==> src/rtl/cmult_rr_arbiter.sv <==
// Round-robin arbiter that shares one complex multiplier among nreq requesters.
// One transaction is in flight at a time; operands and results pass through unmodified.
module cmult_rr_arbiter #(
  parameter int n    = 32,
  parameter int d    = 16,
  parameter int nreq = 4
) (
  input  logic                    clk,
  input  logic                    reset,
  input  logic [nreq-1:0]         req_val,
  output logic [nreq-1:0]         req_rdy,
  input  logic [nreq*n-1:0]       req_ar,
  input  logic [nreq*n-1:0]       req_ac,
  input  logic [nreq*n-1:0]       req_br,
  input  logic [nreq*n-1:0]       req_bc,
  output logic [nreq-1:0]         resp_val,
  input  logic [nreq-1:0]         resp_rdy,
  output logic [n-1:0]            resp_cr,
  output logic [n-1:0]            resp_cc,
  output logic                    m_recv_val,
  input  logic                    m_recv_rdy,
  input  logic                    m_send_val,
  output logic                    m_send_rdy,
  output logic [n-1:0]            m_ar,
  output logic [n-1:0]            m_ac,
  output logic [n-1:0]            m_br,
  output logic [n-1:0]            m_bc,
  input  logic [n-1:0]            m_cr,
  input  logic [n-1:0]            m_cc,
  output logic                    busy,
  output logic [$clog2(nreq)-1:0] owner
);

  localparam int OW = $clog2(nreq);

  if (nreq < 2 || (nreq & (nreq - 1)) != 0) begin : g_bad_nreq
    $error("cmult_rr_arbiter: nreq must be a power of two, at least 2");
  end
  if (d < 0 || d >= n) begin : g_bad_d
    $error("cmult_rr_arbiter: d must lie in [0, n)");
  end

  typedef enum logic [1:0] {IDLE, ISSUE, WAIT, RESP} state_t;

  state_t        state_q, state_d;
  logic [OW-1:0] ptr_q, ptr_d;
  logic [OW-1:0] owner_q, owner_d;
  logic [n-1:0]  ar_q, ar_d, ac_q, ac_d, br_q, br_d, bc_q, bc_d;
  logic [n-1:0]  cr_q, cr_d, cc_q, cc_d;

  logic          win_found;
  logic [OW-1:0] win_idx;
  logic [OW-1:0] cand;
  int            sel_base;

  // Search upward from ptr; the OW-bit sum wraps nreq-1 back to 0 for free.
  always_comb begin
    win_found = 1'b0;
    win_idx   = '0;
    cand      = '0;
    for (int i = 0; i < nreq; i++) begin
      cand = ptr_q + OW'(i);
      if (!win_found && req_val[cand]) begin
        win_found = 1'b1;
        win_idx   = cand;
      end
    end
    sel_base = int'(win_idx) * n;
  end

  always_comb begin
    state_d    = state_q;
    ptr_d      = ptr_q;
    owner_d    = owner_q;
    ar_d       = ar_q;
    ac_d       = ac_q;
    br_d       = br_q;
    bc_d       = bc_q;
    cr_d       = cr_q;
    cc_d       = cc_q;
    req_rdy    = '0;
    resp_val   = '0;
    m_recv_val = 1'b0;
    m_send_rdy = 1'b0;
    unique case (state_q)
      IDLE: begin
        // The grant is the handshake: req_rdy is raised only when req_val is already high.
        if (win_found && !reset) begin
          req_rdy[win_idx] = 1'b1;
          owner_d          = win_idx;
          ar_d             = req_ar[sel_base +: n];
          ac_d             = req_ac[sel_base +: n];
          br_d             = req_br[sel_base +: n];
          bc_d             = req_bc[sel_base +: n];
          state_d          = ISSUE;
        end
      end
      ISSUE: begin
        m_recv_val = 1'b1;
        if (m_recv_rdy) state_d = WAIT;
      end
      WAIT: begin
        m_send_rdy = 1'b1;
        if (m_send_val) begin
          cr_d    = m_cr;
          cc_d    = m_cc;
          state_d = RESP;
        end
      end
      RESP: begin
        resp_val[owner_q] = 1'b1;
        if (resp_rdy[owner_q]) begin
          ptr_d   = owner_q + OW'(1);
          state_d = IDLE;
        end
      end
      default: state_d = IDLE;
    endcase
  end

  always_ff @(posedge clk or posedge reset) begin
    if (reset) begin
      state_q <= IDLE;
      ptr_q   <= '0;
      owner_q <= '0;
      ar_q    <= '0;
      ac_q    <= '0;
      br_q    <= '0;
      bc_q    <= '0;
      cr_q    <= '0;
      cc_q    <= '0;
    end else begin
      state_q <= state_d;
      ptr_q   <= ptr_d;
      owner_q <= owner_d;
      ar_q    <= ar_d;
      ac_q    <= ac_d;
      br_q    <= br_d;
      bc_q    <= bc_d;
      cr_q    <= cr_d;
      cc_q    <= cc_d;
    end
  end

  assign busy    = (state_q != IDLE);
  assign owner   = owner_q;
  assign m_ar    = ar_q;
  assign m_ac    = ac_q;
  assign m_br    = br_q;
  assign m_bc    = bc_q;
  assign resp_cr = cr_q;
  assign resp_cc = cc_q;

endmodule

==> config.mk <==
export PLATFORM = sky130hd
export DESIGN_NAME = cmult_rr_arbiter
export DESIGN_NICKNAME = d
export VERILOG_FILES = /design/src/rtl/cmult_rr_arbiter.sv
export SDC_FILE = /design/constraint.sdc
export NUM_CORES = 1
export LEC_CHECK = 0
export ABC_AREA = 1
export CORE_AREA = 2 2 311 313
export DETAILED_ROUTE_END_ITERATION = 8
export DIE_AREA = 0 0 313 315
export PLACE_DENSITY = 0.35
export SLEW_MARGIN = 20
export SYNTH_ARGS = -nofsm -noshare
export SYNTH_HDL_FRONTEND = slang
export SYNTH_SLANG_ARGS = --single-unit
==> constraint.sdc <==
create_clock -name clk -period 14.53 [get_ports clk]
set_input_delay 3.6325 -clock clk [delete_from_list [all_inputs] [get_ports clk]]
set_output_delay 3.6325 -clock clk [all_outputs]
set_load 0.05 [all_outputs]
==> results of run 1 <==
## metal layers
layer  global-route usage, %  wire (um)
met1                    19.9      35100
met2                    27.6      41800
met3                    4.77       5370
met4                    6.37       1880
met5                       0         95
## flip-flops by register name, summed over array words and instances, names as in the netlist
signal,cells
resp_cc,32
owner,2
ptr_q,2
m_ar,32
m_ac,32
resp_cr,32
m_bc,32
state_q,2
m_br,32
## critical path: stages
cell	delay, ps
clkdlybuf4s50_1	500
inv_1	70
nand2_1	80
nand3_1	80
nand2_1	130
inv_2	70
nand3_4	580
nand2_1	280
nor2_4	170
buf_12	490
inv_4	110
nor3_1	260
clkdlybuf4s50_1	870
## per-stage QoR
step	hold slack, ps	worst slack, ps	power (mW)
6_report	481	3520	6.27
5_1_grt	495	3180	6.84
4_1_cts	487	3420	6.41
3_5_place_dp	464	3440	5.85
3_3_place_gp	463	3490	5.85
2_1_floorplan	557	912	4.17
## cells in the mapped netlist, drive strengths merged, types with 2 or more instances
master / count
clkbuf: 48
o21ai: 7
a21oi: 3
dfrtp: 198
inv: 25
mux2: 64
nand4: 257
nor3: 2
ha: 8
nand2: 1326
buf: 127
nor2: 8
nand3: 9
## worst paths after layout
kind / start / to / slack, ps / cells after the start
setup / recovery: req_val[2] / req_rdy[0] / 3520 / 13
hold / removal: m_br[22]$_DFFE_PP0P_ / m_br[22]$_DFFE_PP0P_ / 480 / 2
setup reg to reg: ptr_q[0]$_DFFE_PP0P_ / m_ar[25]$_DFFE_PP0P_ / 10170 / 15
hold reg to reg: m_br[22]$_DFFE_PP0P_ / m_br[22]$_DFFE_PP0P_ / 480 / 2
max in group asynchronous: reset / m_ac[2]$_DFFE_PP0P_ / 9910 / 3
min in group asynchronous: reset / m_br[3]$_DFFE_PP0P_ / 3490 / 2
## logic make-up (layout without fill, tap and decap cells)
kind of cell / count (synthesis) / after routing / synth area share, %
multiplexers: 64 / 64 / 5.34
flip-flops: 198 / 198 / 36.7
buffers and inverters: 200 / 868 / 6.91
AND/OR/NAND/NOR: 1603 / 1603 / 49.7
other: 0 / 19 / 0
AO/OA/AOI/OAI: 13 / 13 / 0.529
adder cells (fa/ha/maj): 8 / 8 / 0.742
## power breakdown
part           internal [mW]  switching [mW]
combinational           1.42            3.38
clock                  0.235           0.286
sequential             0.801           0.147
total                   2.46            3.81
## layout make-up
| class | instances | share of cell area [%] |
|---|---|---|
| Timing Repair Buffer | 812 | 35.2 |
| Multi-Input combinational cell | 1688 | 33.2 |
| Sequential cell | 198 | 21.5 |
| Tap cell | 1276 | 6.92 |
| Clock buffer | 18 | 1.90 |
| Clock inverter | 13 | 0.651 |
| Inverter | 25 | 0.483 |
| Antenna cell | 19 | 0.206 |
==> metrics.cfg, run 1 <==
[run_status]
outcome=finished clean

[logic_synthesis]
async_flop_share_pct=100
yosysUniqueCellTypes=28
synthTopCellsByArea=nand2_1 37%, dfrtp_1 37%, nand4_1 12%
synth_cells=2086
synth_seq_cells=198
ys.warnings.count=0
synth_ff_type=dfrtp_1
synth_area_sq_um=13500
syn_area_per_cell_sq_um=6.47
synth_top_area_share_pct=36.9
ys_seq_area_share_pct=36.7
syn_nets=2682
synth_edf_count=0
yosysTopAreaCell=nand2_1

[layout]
final_cell_mix=1323 x nand2_1, 792 x clkdlybuf4s50_1, 257 x nand4_1
final_core_util_pct=24.1
multi_input_area_sq_um=7650
nFillCells=10700
finalNonFillerCells=4049
area_delta_synth_final_pct=70.9
final_common_cell=nand2_1
drive_gt1_share_pct=4.76
nets=3338
regArea_sq_um=4950
design_area_sq_um=23100

[clock_network]
clock_sinks=198
cts.reportedPaths.clkPinSlew_ps=80
cts_made_buffers=17
cts_hold_buf=0
cts-htree-levels=4
clock_path_buffers=2
postCtsSetupRepairBufs=0
clk_latency_ps=530
cts_tree=yes
ctsResizeCount=0
root_buffer=clkbuf_16

[job]
maxCapViolations=0

[detailed_routing]
drt-total-wl_um=84200
ant_nets=0
drc=0
first_pass_iters=5
vias=16700
wl_per_cell_um=20.8
drt_iter0_markers=915
vias_per_cell=4.12

[sta]
tns_ps=0
rsz0062_at_grt=false
worst_pin_slew_ps=1070
finalCritPeriodShare_pct=75.8
relSlewSlack_pct=28.5
fmax_mhz=90.8
drv_slew=0
fin_skew_ps=20.7
hold_viol_final=0
finalSetupViolCount=0
finalCriticalPeriod_ps=11010

[worst_setup_path]
required_ps=10900
cp-end-kind=output port
cp.arrival_ps=7370
worstPathMaxFanout=133
path_class=in -> out
startpoint_type=input pin

[die]
start_util_pct=14.1
die_w_um=313
dieHeight_um=315
core_sq_um=95700
rows=114
die_area_sq_um=98600
ioPinCount=793

[placed_design]
place_congestion=0.903
placed_area_sq_um=22400
port_buffers=792
hpwl_um=63100
dp_cells=3999

[hold_path]
hold_path_class=reg -> reg

[global_routing]
track_usage_pct=16.5
overflow=0
grt_pass1_wl_um=120000
grt_max_degree=143
antenna_found_initial=30
grt_pass1_vias=17100

[power]
powerDensity_nw_per_um2=272
p_leak_nw=10.9
peakVddDrop_mv=0.233

Note: power is estimated with default switching activity, not from simulation.
==> inputs of run 2 (changes only) <==
==> constraint.sdc (replaced) <==
create_clock -name clk -period 11.24 [get_ports clk]
set_input_delay 2.81 -clock clk [delete_from_list [all_inputs] [get_ports clk]]
set_output_delay 2.81 -clock clk [all_outputs]
set_load 0.05 [all_outputs]
==> run 2 against run 1 <==
Critical endpoint is now req_rdy[3]; core utilization about the same; register-to-register slack got worse by 3300 ps; largest cell class unchanged; routed wire length grew 0.19%; sequential cell count stayed put; hold slack improved by 3.1 ps; highest routed layer unchanged; combinational power rose by 29%; die area stayed put.
==> metrics.cfg, run 2 (synthesis results as in run 1) <==
[run_status]
outcome=finished clean

[detailed_routing]
drc=0
wl_per_cell_um=20.9
drt-total-wl_um=84400
first_pass_iters=5
drt_iter0_markers=1029
vias_per_cell=4.12
ant_nets=0
vias=16600

[sta]
fmax_mhz=110
hold_viol_final=0
tns_ps=0
worst_pin_slew_ps=1100
finalCriticalPeriod_ps=9100
finalSetupViolCount=0
rsz0062_at_grt=false
finalCritPeriodShare_pct=80.9
fin_skew_ps=14.6
drv_slew=0
relSlewSlack_pct=26.4

[worst_setup_path]
cp-end-kind=output port
path_class=in -> out
required_ps=8430
r2r-start=ptr_q[0]$_DFFE_PP0P_
crit_path_start=req_val[3]
r2r_cells=14
cp.arrival_ps=6290
worstPathMaxFanout=57
startpoint_type=input pin
r2r_slack_ps=6850

[layout]
finalNonFillerCells=4044
nFillCells=10700
area_delta_synth_final_pct=71.0
final_common_cell=nand2_1
drive_gt1_share_pct=4.86
final_cell_mix=1323 x nand2_1, 792 x clkdlybuf4s50_1, 257 x nand4_1
nets=3340

[die]
core_sq_um=95700
rows=114
start_util_pct=14.1
die_w_um=313
dieHeight_um=315
ioPinCount=793
die_area_sq_um=98600

[power]
combPwrFrac_pct=76.4
p_leak_nw=10.9
peakVddDrop_mv=0.189
p_int_mw=3.19
powerDensity_nw_per_um2=350
switching_share_pct=60.5
design_power_total_mw=8.08
pwr-share-clk_pct=8.5
pwr-share-seq_pct=15.1
p_switching_mw=4.89

[clock_network]
cts_made_buffers=17
clock_sinks=198
ctsResizeCount=0
clock_path_buffers=2
cts-htree-levels=4
cts_tree=yes
cts_hold_buf=0
postCtsSetupRepairBufs=0
cts.reportedPaths.clkPinSlew_ps=70
clk_latency_ps=520
root_buffer=clkbuf_16

[global_routing]
overflow=0
grt_pass1_vias=17100
antenna_found_initial=25
grt_max_degree=151
track_usage_pct=16.5
grt_pass1_wl_um=119000

[placed_design]
dp_cells=4001
port_buffers=792
hpwl_um=63900
place_congestion=0.865

[hold_path]
hold_path_class=reg -> reg
hold_start=m_ac[8]$_DFFE_PP0P_
min_path_cells=2

[job]
maxCapViolations=0

-- run 2: routing by layer --
metal / global-route usage [%] / up-vias / wire length (um)
met2: 28.7 / 519 / 42300
li1: - / 8046 / -
met1: 19.7 / 7977 / 35000
met4: 4.93 / 22 / 1660
met3: 4.52 / 78 / 5300
met5: 0 / - / 140
-- run 2: power by group through the flow --
stage | registers [mW] | logic (mW) | clock network, mW
after floorplan | 2.29 | 3.11 | 0
after global placement | 1.23 | 6.32 | 0
after CTS | 1.23 | 6.32 | 0.729
after global routing | 1.27 | 6.80 | 0.744
after detailed placement | 1.24 | 6.30 | 0
final | 1.22 | 6.17 | 0.684
-- run 2: worst paths after layout --
path                                   endpoint
min in group asynchronous  m_ar[23]$_DFFE_PP0P_
setup / recovery                     req_rdy[3]
hold reg to reg             m_ac[8]$_DFFE_PP0P_
max in group asynchronous   m_ar[2]$_DFFE_PP0P_
setup reg to reg           m_ac[15]$_DFFE_PP0P_
hold / removal              m_ac[8]$_DFFE_PP0P_
-- run 2: layout make-up --
| class | instances | area (sq um) | area share, % |
|---|---|---|---|
| antenna | 11 | 27.5 | 0.119 |
| clock buffer | 18 | 439 | 1.90 |
| clock inverter | 14 | 179 | 0.776 |
| inverter | 25 | 110 | 0.477 |
| multi-input combinational | 1688 | 7650 | 33.1 |
| sequential | 198 | 4950 | 21.5 |
| tap | 1276 | 1600 | 6.92 |
| timing repair buffer | 814 | 8120 | 35.2 |
-- run 2: critical path, cell delays in order --
cell and delay (ps):
clkdlybuf4s50_1 440, inv_1 90, nand2_1 60, nand3_1 120
nand2_1 120, inv_1 140, nand2_1 100, nand2_4 530
nand3_4 520, nor4_1 400, clkdlybuf4s50_1 940
-- run 2: metrics by stage --
stage | setup slack [ps] | utilization (%) | hold WS (ps) | cell area, sq um
floorplan | 1580 | - | 557 | 13500
global placement | 2020 | 23.4 | 461 | 22400
detailed placement | 2050 | 23.4 | 464 | 22400
CTS | 2030 | 24.1 | 486 | 23000
global route | 1850 | 24.1 | 509 | 23100
finish | 2140 | 24.1 | 485 | 23100
==> edit, RTL diff (flow settings as in run 2) <==
The 4 states of `state_t` get a Gray code encoding in 2 bits.
--- a/src/rtl/cmult_rr_arbiter.sv
+++ b/src/rtl/cmult_rr_arbiter.sv
@@ -40,7 +40,7 @@
     $error("cmult_rr_arbiter: d must lie in [0, n)");
   end
 
-  typedef enum logic [1:0] {IDLE, ISSUE, WAIT, RESP} state_t;
+  typedef enum logic [1:0] {IDLE = 2'b00, ISSUE = 2'b01, WAIT = 2'b11, RESP = 2'b10} state_t;
 
   state_t        state_q, state_d;
   logic [OW-1:0] ptr_q, ptr_d;
Function: no difference found for any inputs over 4 cycles, from zero or initial values and one cycle with reset high; so few cycles prove little.
==> edit against run 2 <==
- setup slack worse by 270 ps
- worst hold slack worse by 1.2 ps
- power up 2.2%
- clock power up 4.5%
- design area about the same
- final cell count about the same
- sequential cell count unchanged
- non-clock buffer count down 2
- sequential share of layout area about the same
- wire length down 2.6%
- synthesized area about the same
- count of clock-buffer cells in the layout down 1
- largest power group unchanged
==> edit: results (changes against run 2) <==
- Synth Net Count: 2676 (was 2682)
- List of most frequent post-synthesis cells: 1324 x nand2_1, 257 x nand4_1, 198 x dfrtp_1, 123 x buf_2, 64 x mux2_2 (was 1325 x nand2_1, 257 x nand4_1, 198 x dfrtp_1, 116 x buf_2, 64 x mux2_2)
- Final #Nets: 3332 (was 3340)
- Leakage: 10.87 nW (was 10.95 nW)
- Pwr Density: 358.1 nW/um2 (was 350.3 nW/um2)
- Avg Cell Area, Syn: 6.472 um2 (was 6.467 um2)
- CP max FO: 53 (was 57)
- Non-clock buffer share: 35.07% (was 35.19%)
- First-pass GRT wire length: 117.2 mm (was 119.4 mm)
- Synth top area cells: nand2_1 37%, dfrtp_1 37%, nand4_1 12% (unchanged)
- Filler cells: 10700 (was 10660)
- DRT met1 WL: 33.32 mm (was 34.98 mm)
- Placed instance count: 3997 (was 4001)
- Met3 wire len: 5.139 mm (was 5.304 mm)
- Dpl cell area: 22370 um2 (was 22430 um2)
- Clock-cell share: 2.815% (was 2.679%)
- Crit path DAT: 6550 ps (was 6290 ps)
- Adder-cell share of the synthesized area: 0.3711% (was 0.7420%)
- Vias in the first global route: 17180 (was 17110)
- Post-Place Setup Slack: 1817 ps (was 2046 ps)
- DR pass1 iterations: 6 (was 5)
- GR Util All Layers: 16.06% (was 16.50%)
- Total combinational power: 6.31 mW (was 6.17 mW)
- Fraction of area in multi-input gates: 33.03% (was 33.14%)
- Worst ir drop on vdd: 0.2474 mV (was 0.1887 mV)
- Routability congestion estimate: 0.8613 (was 0.8645)
- Final instance area: 23070 um2 (about the same)
- Met1 GRT Util: 18.91% (was 19.74%)
- Antenna diodes: 18 (was 11)
- WL/cell: 20.31 um (was 20.86 um)
- Status: finished clean (unchanged)
- Aggregate routed wire length: 82.19 mm (was 84.38 mm)
- Vias per inst: 4.118 (was 4.115)
- Multi-input comb cells: 1686 (was 1688)
- Met3 usage: 4.374% (was 4.519%)
- Final HPWL DP: 62.11 mm (was 63.87 mm)
- Clock Skew: 11.78 ps (was 14.56 ps)
- GR Util met2: 27.80% (was 28.72%)
- Metal2 WL: 41.61 mm (was 42.29 mm)
- Net switching power: 5.046 mW (was 4.889 mW)
- Seq/Total Area, Yosys: 36.73% (about the same)
- Clock-pin transition on the worst setup and hold timing paths: 90 ps (was 70 ps)
- Buffers, non-clock: 812 (was 814)
- Mux cell area share after synthesis: 5.343% (was 5.342%)
- Compound-cell area share of the yosys netlist: 0.4453% (was 0.5287%)
- DR top layer: met5 (unchanged)
[edit: cell types whose count changed in the layout (fill, tap and decap cells not counted), moves of 2 or more]
| cell | run 2 | this run |
|---|---|---|
| diode_2 | 11 | 18 |
| nor2_1 | 6 | 10 |
| inv_16 | 0 | 2 |
| inv_12 | 0 | 4 |
| inv_6 | 8 | 6 |
| o21ai_0 | 6 | 4 |
| ha_1 | 8 | 4 |
[edit: path summary, 6_finish.rpt]
check,startpoint,to,slack (ps),cells after the start
min reg2reg,m_ac[2],m_ac[2],480,2
max in group asynchronous,reset,m_ar[1],7260,3
max reg2reg,ptr_q[0],m_ar[17],6980,15
max,req_val[1],req_rdy[3],1880,10
min,m_ac[2],m_ac[2],480,2
min in group asynchronous,reset,resp_cr[13],2740,2
[edit: worst max-delay path, stage by stage]
cell and delay, ps:
clkdlybuf4s50_1 490, inv_1 60, nand2_1 70, nand3_1 80
nand2_1 120, inv_2 60, nand3_4 580, nand3_4 600
nor4_1 720, clkdlybuf4s50_1 920
